## src/rtl/scaler_v_sched.sv

```systemverilog
// scaler_v_sched -- row scheduler for the vertical scaling DSP stage.
//
// For every output row it derives the source row (iy) and the filter phase
// from a fixed-point position accumulator. It waits until the line buffer
// holds the bottom row of the kernel window, then streams one column per
// ready cycle of line-buffer reads. Once the last column has passed the
// read and DSP latency it reports the row as done, and after the last row
// it reports the frame as done.
//
// Ports:
//   clk, rst_n        clock, asynchronous active-low reset
//   cfg_start         one-cycle start pulse, latches cfg_* (dropped when busy)
//   cfg_dst_width     output columns per row (>=1)
//   cfg_dst_height    output rows (>=1)
//   cfg_src_height    source rows (>=1)
//   cfg_v_step        src/dst ratio, STEP_FRAC fractional bits
//   lb_line_cnt       source rows already written to the line buffer
//   out_ready         downstream accepts new columns
//   busy              frame in progress
//   rd_en/rd_row/rd_col  line-buffer read strobe, top window row, column
//   coef_phase        coefficient phase, constant for the whole row
//   dsp_din_en        rd_en delayed by RD_LATENCY (aligned to read data)
//   row_done          pulse when the row's last result leaves the DSP
//   frame_done        pulse together with the last row_done
//   lb_release_row    lowest source row still needed
//
// Optional build macro SCALER_V_SCHED_STAT_EN adds stat_stall_cnt: the
// number of WAIT cycles plus RUN cycles with out_ready low. It clears on
// an accepted cfg_start and saturates at all-ones.
module scaler_v_sched #(
  parameter int KERNEL_MAX      = 4,
  parameter int PHASE_BITWIDTH  = 5,
  parameter int STEP_FRAC       = 16,
  parameter int WIDTH_BITWIDTH  = 12,
  parameter int HEIGHT_BITWIDTH = 12,
  parameter int RD_LATENCY      = 1,
  parameter int DSP_LATENCY     = 4
) (
  input  logic                                clk,
  input  logic                                rst_n,
  input  logic                                cfg_start,
  input  logic [WIDTH_BITWIDTH-1:0]           cfg_dst_width,
  input  logic [HEIGHT_BITWIDTH-1:0]          cfg_dst_height,
  input  logic [HEIGHT_BITWIDTH-1:0]          cfg_src_height,
  input  logic [HEIGHT_BITWIDTH+STEP_FRAC-1:0] cfg_v_step,
  input  logic [HEIGHT_BITWIDTH:0]            lb_line_cnt,
  input  logic                                out_ready,
  output logic                                busy,
  output logic                                rd_en,
  output logic [HEIGHT_BITWIDTH-1:0]          rd_row,
  output logic [WIDTH_BITWIDTH-1:0]           rd_col,
  output logic [PHASE_BITWIDTH-1:0]           coef_phase,
  output logic                                dsp_din_en,
  output logic                                row_done,
  output logic                                frame_done,
  output logic [HEIGHT_BITWIDTH-1:0]          lb_release_row
`ifdef SCALER_V_SCHED_STAT_EN
  ,output logic [31:0]                        stat_stall_cnt
`endif
);
  localparam int ACC_W     = HEIGHT_BITWIDTH + STEP_FRAC;
  localparam int HALF      = KERNEL_MAX / 2;
  localparam int DRAIN_LAT = RD_LATENCY + DSP_LATENCY;
  localparam int CNT_W     = $clog2(DRAIN_LAT + 1);
  localparam logic [HEIGHT_BITWIDTH-1:0] TOP_OFS = HEIGHT_BITWIDTH'(HALF - 1);
  localparam logic [HEIGHT_BITWIDTH:0]   BOT_OFS = (HEIGHT_BITWIDTH+1)'(HALF);

  typedef enum logic [1:0] {S_IDLE, S_WAIT, S_RUN, S_DRAIN} state_t;
  state_t state, state_nxt;

  logic [WIDTH_BITWIDTH-1:0]  dst_width;
  logic [HEIGHT_BITWIDTH-1:0] dst_height, src_height, dst_row;
  logic [ACC_W-1:0]           v_step, acc, acc_adv;
  logic [ACC_W:0]             acc_sum;
  logic [CNT_W-1:0]           drain_cnt;
  logic [RD_LATENCY:1]        vld_pipe;

  logic [HEIGHT_BITWIDTH-1:0] iy, top;
  logic [HEIGHT_BITWIDTH:0]   bot_raw, src_max, bot;
  logic                       lines_ok, col_last, row_last, drain_done;

  // Kernel window, clamped to the source frame.
  assign iy      = acc[ACC_W-1:STEP_FRAC];
  assign top     = (iy >= TOP_OFS) ? (iy - TOP_OFS) : '0;
  assign bot_raw = {1'b0, iy} + BOT_OFS;
  assign src_max = {1'b0, src_height} - (HEIGHT_BITWIDTH+1)'(1);
  assign bot     = (bot_raw > src_max) ? src_max : bot_raw;

  // Whole source frame already buffered also releases the wait.
  assign lines_ok   = (lb_line_cnt > bot) || (lb_line_cnt >= {1'b0, src_height});
  assign col_last   = (rd_col == dst_width - WIDTH_BITWIDTH'(1));
  assign row_last   = (dst_row == dst_height - HEIGHT_BITWIDTH'(1));
  assign drain_done = (drain_cnt == CNT_W'(DRAIN_LAT));

  // Accumulator advance saturates instead of wrapping.
  assign acc_sum = {1'b0, acc} + {1'b0, v_step};
  assign acc_adv = acc_sum[ACC_W] ? '1 : acc_sum[ACC_W-1:0];

  assign busy           = (state != S_IDLE);
  assign rd_row         = top;
  assign lb_release_row = top;
  assign coef_phase     = acc[STEP_FRAC-1 -: PHASE_BITWIDTH];
  assign dsp_din_en     = vld_pipe[RD_LATENCY];

  always_ff @(posedge clk or negedge rst_n) begin
    if (!rst_n) state <= S_IDLE;
    else        state <= state_nxt;
  end

  always_comb begin
    state_nxt  = state;
    rd_en      = 1'b0;
    row_done   = 1'b0;
    frame_done = 1'b0;
    case (state)
      S_IDLE:  if (cfg_start) state_nxt = S_WAIT;
      S_WAIT:  if (lines_ok)  state_nxt = S_RUN;
      S_RUN: begin
        if (out_ready) begin
          rd_en = 1'b1;
          if (col_last) state_nxt = S_DRAIN;
        end
      end
      S_DRAIN: begin
        if (drain_done) begin
          row_done = 1'b1;
          if (row_last) begin
            frame_done = 1'b1;
            state_nxt  = S_IDLE;
          end else begin
            state_nxt  = S_WAIT;
          end
        end
      end
      default: state_nxt = S_IDLE;
    endcase
  end

  always_ff @(posedge clk or negedge rst_n) begin
    if (!rst_n) begin
      dst_width  <= '0;
      dst_height <= '0;
      src_height <= '0;
      v_step     <= '0;
      acc        <= '0;
      dst_row    <= '0;
      rd_col     <= '0;
      drain_cnt  <= '0;
    end else begin
      case (state)
        S_IDLE: begin
          if (cfg_start) begin
            dst_width  <= cfg_dst_width;
            dst_height <= cfg_dst_height;
            src_height <= cfg_src_height;
            v_step     <= cfg_v_step;
            acc        <= '0;
            dst_row    <= '0;
            rd_col     <= '0;
          end
        end
        S_WAIT: rd_col <= '0;
        S_RUN: begin
          drain_cnt <= '0;
          if (out_ready && !col_last) rd_col <= rd_col + WIDTH_BITWIDTH'(1);
        end
        S_DRAIN: begin
          if (drain_done) begin
            drain_cnt <= '0;
            // Park the accumulator at 0 after the frame so idle outputs are clean.
            if (row_last) acc <= '0;
            else begin
              acc     <= acc_adv;
              dst_row <= dst_row + HEIGHT_BITWIDTH'(1);
            end
          end else begin
            drain_cnt <= drain_cnt + CNT_W'(1);
          end
        end
        default: ;
      endcase
    end
  end

  // Read-latency alignment of the DSP enable; reset discards in-flight bits.
  always_ff @(posedge clk or negedge rst_n) begin
    if (!rst_n) vld_pipe <= '0;
    else begin
      vld_pipe[1] <= rd_en;
      for (int i = 2; i <= RD_LATENCY; i++) vld_pipe[i] <= vld_pipe[i-1];
    end
  end

`ifdef SCALER_V_SCHED_STAT_EN
  always_ff @(posedge clk or negedge rst_n) begin
    if (!rst_n) stat_stall_cnt <= '0;
    else if (state == S_IDLE && cfg_start) stat_stall_cnt <= '0;
    else if (((state == S_WAIT) || (state == S_RUN && !out_ready)) &&
             (stat_stall_cnt != 32'hFFFF_FFFF))
      stat_stall_cnt <= stat_stall_cnt + 32'd1;
  end
`endif

endmodule

```

## config.mk

```make
export PLATFORM = sky130hd
export DESIGN_NAME = scaler_v_sched
export DESIGN_NICKNAME = d
export VERILOG_FILES = /design/src/rtl/scaler_v_sched.sv
export SDC_FILE = /design/constraint.sdc
export NUM_CORES = 1
export LEC_CHECK = 0
export ABC_AREA = 1
export CAP_MARGIN = 20
export CORE_MARGIN = 10
export CORE_UTILIZATION = 52
export DETAILED_ROUTE_END_ITERATION = 8
export GPL_TIMING_DRIVEN = 1
export PLACE_DENSITY = 0.79
export SLEW_MARGIN = 20
export SYNTH_ARGS = -nofsm -noshare
export SYNTH_HDL_FRONTEND = slang
export SYNTH_SLANG_ARGS = --single-unit
```

## constraint.sdc

```tcl
create_clock -name clk -period 3.8 [get_ports clk]
set_input_delay 0.95 -clock clk [delete_from_list [all_inputs] [get_ports clk]]
set_output_delay 0.95 -clock clk [all_outputs]
set_load 0.02 [all_outputs]
```

==> summary.txt <==
Run status
  • Status: complete, but fails checks
  • Failing checks: negative setup slack

Setup path
  • Worst setup EP type: flop
  • Crit path kind: reg2reg
  • Setup crit start kind: flop
  • Worst Path Buf+Inv: 4
  • Data required, critical path: 4110 ps
  • WP data arrival: 4310 ps
  • Critical Path Fanout Max: 6
  • Largest stage delay on the critical path: 400 ps
  • Worst path top cell family by delay: simple AND/OR/NAND/NOR gates
  • Slowest-stage cell, CP: dfrtp_1

Timing
  • Max-slew violation total from the final report: 0
  • Worst setup slack after layout: -199 ps
  • Slew @ Worst Pin: 949 ps
  • Fin Clk Skew: roughly 13 ps
  • Final hold vios: 0
  • Slew headroom: 0.367
  • Crit path time final: 4000 ps
  • RSZ-0062 raised after global routing: true
  • Final setup viols: 2
  • Max Fclk: ~0.25 GHz
  • Period utilization: 1.05

Die
  • Total core area: 0.0188 sq mm
  • Die height: ~160 microns
  • Initial Utilization: 0.531
  • Die Area: around 0.025 sq mm
  • IO Count: roughly 130
  • Rows: 50
  • Die W: about 160 microns

Global routing
  • First-pass GRT wire length: approximately 45 mm
  • GRT Resource Usage Total: 0.218
  • Largest net degree at the start of global routing: a little under 80
  • Vias in the first global route: between 9000 and 10000
  • Total gr overflow: 0
  • Initial antenna violation count: 0

CTS
  • Skew-Pair Late Insertion Delay: around 430 ps
  • CTS Buffer Depth: 2
  • CTS tree: built
  • Num CTS Buffers: 17
  • Clock root buffer: clkbuf_16
  • CTS clock-pin slew for the worst setup and hold paths: about 60 ps
  • Hold_buf cts: 0
  • CTS sink cnt: between 100 and 150
  • H-tree levels: 4

Pwr
  • Pwr dens: slightly above 1000 mW/mm^2
  • Leakage power: approximately 6.2 nW
  • Peak supply drop: about 2000 uV
  • Overall power: approximately 13 mW

Synth
  • Syn_area_per_cell: roughly 7.1 sq um
  • YS warnings: 0
  • Post-synth top area share: 0.305
  • Syn Nets: roughly 1600
  • Post-synthesis cell area: 0.0100 sq mm
  • Synth top area cells: dfrtp_1, nand2_1, ha_1
  • Yosys reg bits: roughly 120
  • Most frequent cell after synthesis: nand2_1
  • Sequential share of the synthesized area: 0.305
  • Dominant synthesized flop cell: dfrtp_1
  • Count of cell types in the netlist: 47
  • Cells after Synth: 1417
  • Synth cell count leaders: nand2_1, nor2_1, inv_1, dfrtp_1, a21oi_1
  • Async set or reset register ratio after synthesis: 1.00
  • Post-synth EDFFs: 0
  • Post-synth top area cell: dfrtp_1

Route
  • Post-Route WL: between 20 and 30 mm
  • Drt drc: 0
  • Vias: between 9000 and 10000
  • First-pass DRT Iterations: 7
  • Vias/cell: 5.40
  • WL/cell: around 15 microns
  • DR iter-0 viols: roughly 730
  • ANT nets after route: 0

Place
  • Port buffer count: 126
  • Post-DP HPWL: approximately 21 mm
  • GP Congestion: roughly 0.94
  • Post-Place Setup Slack: -105 ps

Finish
  • Sequential cell area: roughly 0.0031 sq mm
  • Area delta synth->final: 24.3%
  • ANT cells: 0
  • Area of the multi-input gates: 0.00622 sq mm
  • Share of cells above drive strength 1: 0.125
  • NumNets Final: ~1700
  • Final core occ: 0.660
  • Fill cell count: ~1600

Flow run
  • # Max-Cap Violations: 0

Worst hold path
  • Hold crit path type: reg2reg
==> cell families (layout without fill, tap and decap cells) <==
group,after synthesis,after routing,synth area share
and+or+nand+nor,702,703,0.303
muxes,35,35,0.0394
xor gates and xnor gates,49,49,0.0429
DFF,122,122,0.305
adders and majority gates,81,81,0.102
AOI/OAI and AO/OA,210,210,0.116
buffers and inverters,218,371,0.0911
==> power by group <==
group / internal (mW) / total, mW / switching, mW
combinational: 3.59 / 9.03 / 5.44
sequential: 1.83 / 2.31 / 0.487
clock: 0.924 / 1.52 / 0.596
total: 6.34 / 12.9 / 6.53
==> worst paths after layout <==
| check | startpoint | to | slack, ps | cells past startpoint |
|---|---|---|---|---|
| max | src_height[0] | state[0] | -200 | 28 |
| min | acc[2] | acc[2] | 500 | 2 |
| max reg2reg | src_height[0] | state[0] | -200 | 28 |
| min reg2reg | acc[2] | acc[2] | 500 | 2 |
| max in group asynchronous | rst_n | v_step[24] | 2380 | 2 |
| min in group asynchronous | rst_n | acc[0] | 560 | 1 |
==> placed cells by master (no fill, tap or decap), drive strengths merged, types with 8 or more instances in the layout <==
cell	synthesis	final
or2	13	13
clkdlybuf4s50	0	100
nor2	191	191
inv	172	172
o21ai	77	77
clkbuf	17	23
mux2	35	35
dfrtp	122	122
nor3	24	24
a21oi	109	109
o22ai	12	12
xor2	41	41
nand4	25	25
dlymetal6s2s	0	22
xnor2	8	8
clkinv	2	9
nand2	350	350
nand3	83	84
ha	80	80
buf	27	40
==> worst register-to-register path, delay by kind of cell, from the launching register on <==
kind	cells	cell delay (ps)
buf+inv	4	500
simple gates	16	1520
fa+ha+maj	2	590
compound gates	5	590
flops	1	400
xor+xnor	1	270
==> what timing repair did <==
action	CTS	global route
gates cloned	1	2
endpoints found under the setup margin	27	26
setup buffers	2	9
gates resized for setup	16	65
pin swaps	7	30
==> routing by layer <==
metal | track usage | vias up | routed length, microns
li1 | - | 4904 | -
met1 | 0.276 | 4602 | 12200
met2 | 0.363 | 341 | 13100
met3 | 0.0529 | 43 | 2120
met4 | 0.0635 | 0 | 461
met5 | 0 | - | 0
==> area by class of cell <==
| class | instances | share of cell area |
|---|---|---|
| inverter | 174 | 0.0525 |
| sequential | 122 | 0.246 |
| multi-input combinational | 1078 | 0.501 |
| clock inverter | 9 | 0.00584 |
| clock buffer | 23 | 0.0376 |
| timing repair buffer | 165 | 0.131 |
| tap | 260 | 0.0262 |
==> sequential cells by signal, indices dropped and copies added (netlist names) <==
name        flops
v_step         28
dst_width      12
state           2
dst_row        12
dsp_din_en      1
dst_height     12
drain_cnt       3
acc            28
rd_col         12
src_height     12
==> metrics by stage <==
| stage | instance area [sq um] | TNS, ps | cells | hold WS [ps] |
|---|---|---|---|---|
| after global placement | 11500 | 0 | 1785 | 475 |
| after global routing | 12400 | -876 | 1831 | 522 |
| after detailed placement | 11500 | -203 | 1785 | 487 |
| after CTS | 12100 | -24.4 | 1820 | 500 |
| final | 12400 | -393 | 1831 | 502 |
| after floorplan | 10000 | 0 | 1417 | 457 |
Power figures use the tool's default switching activity.
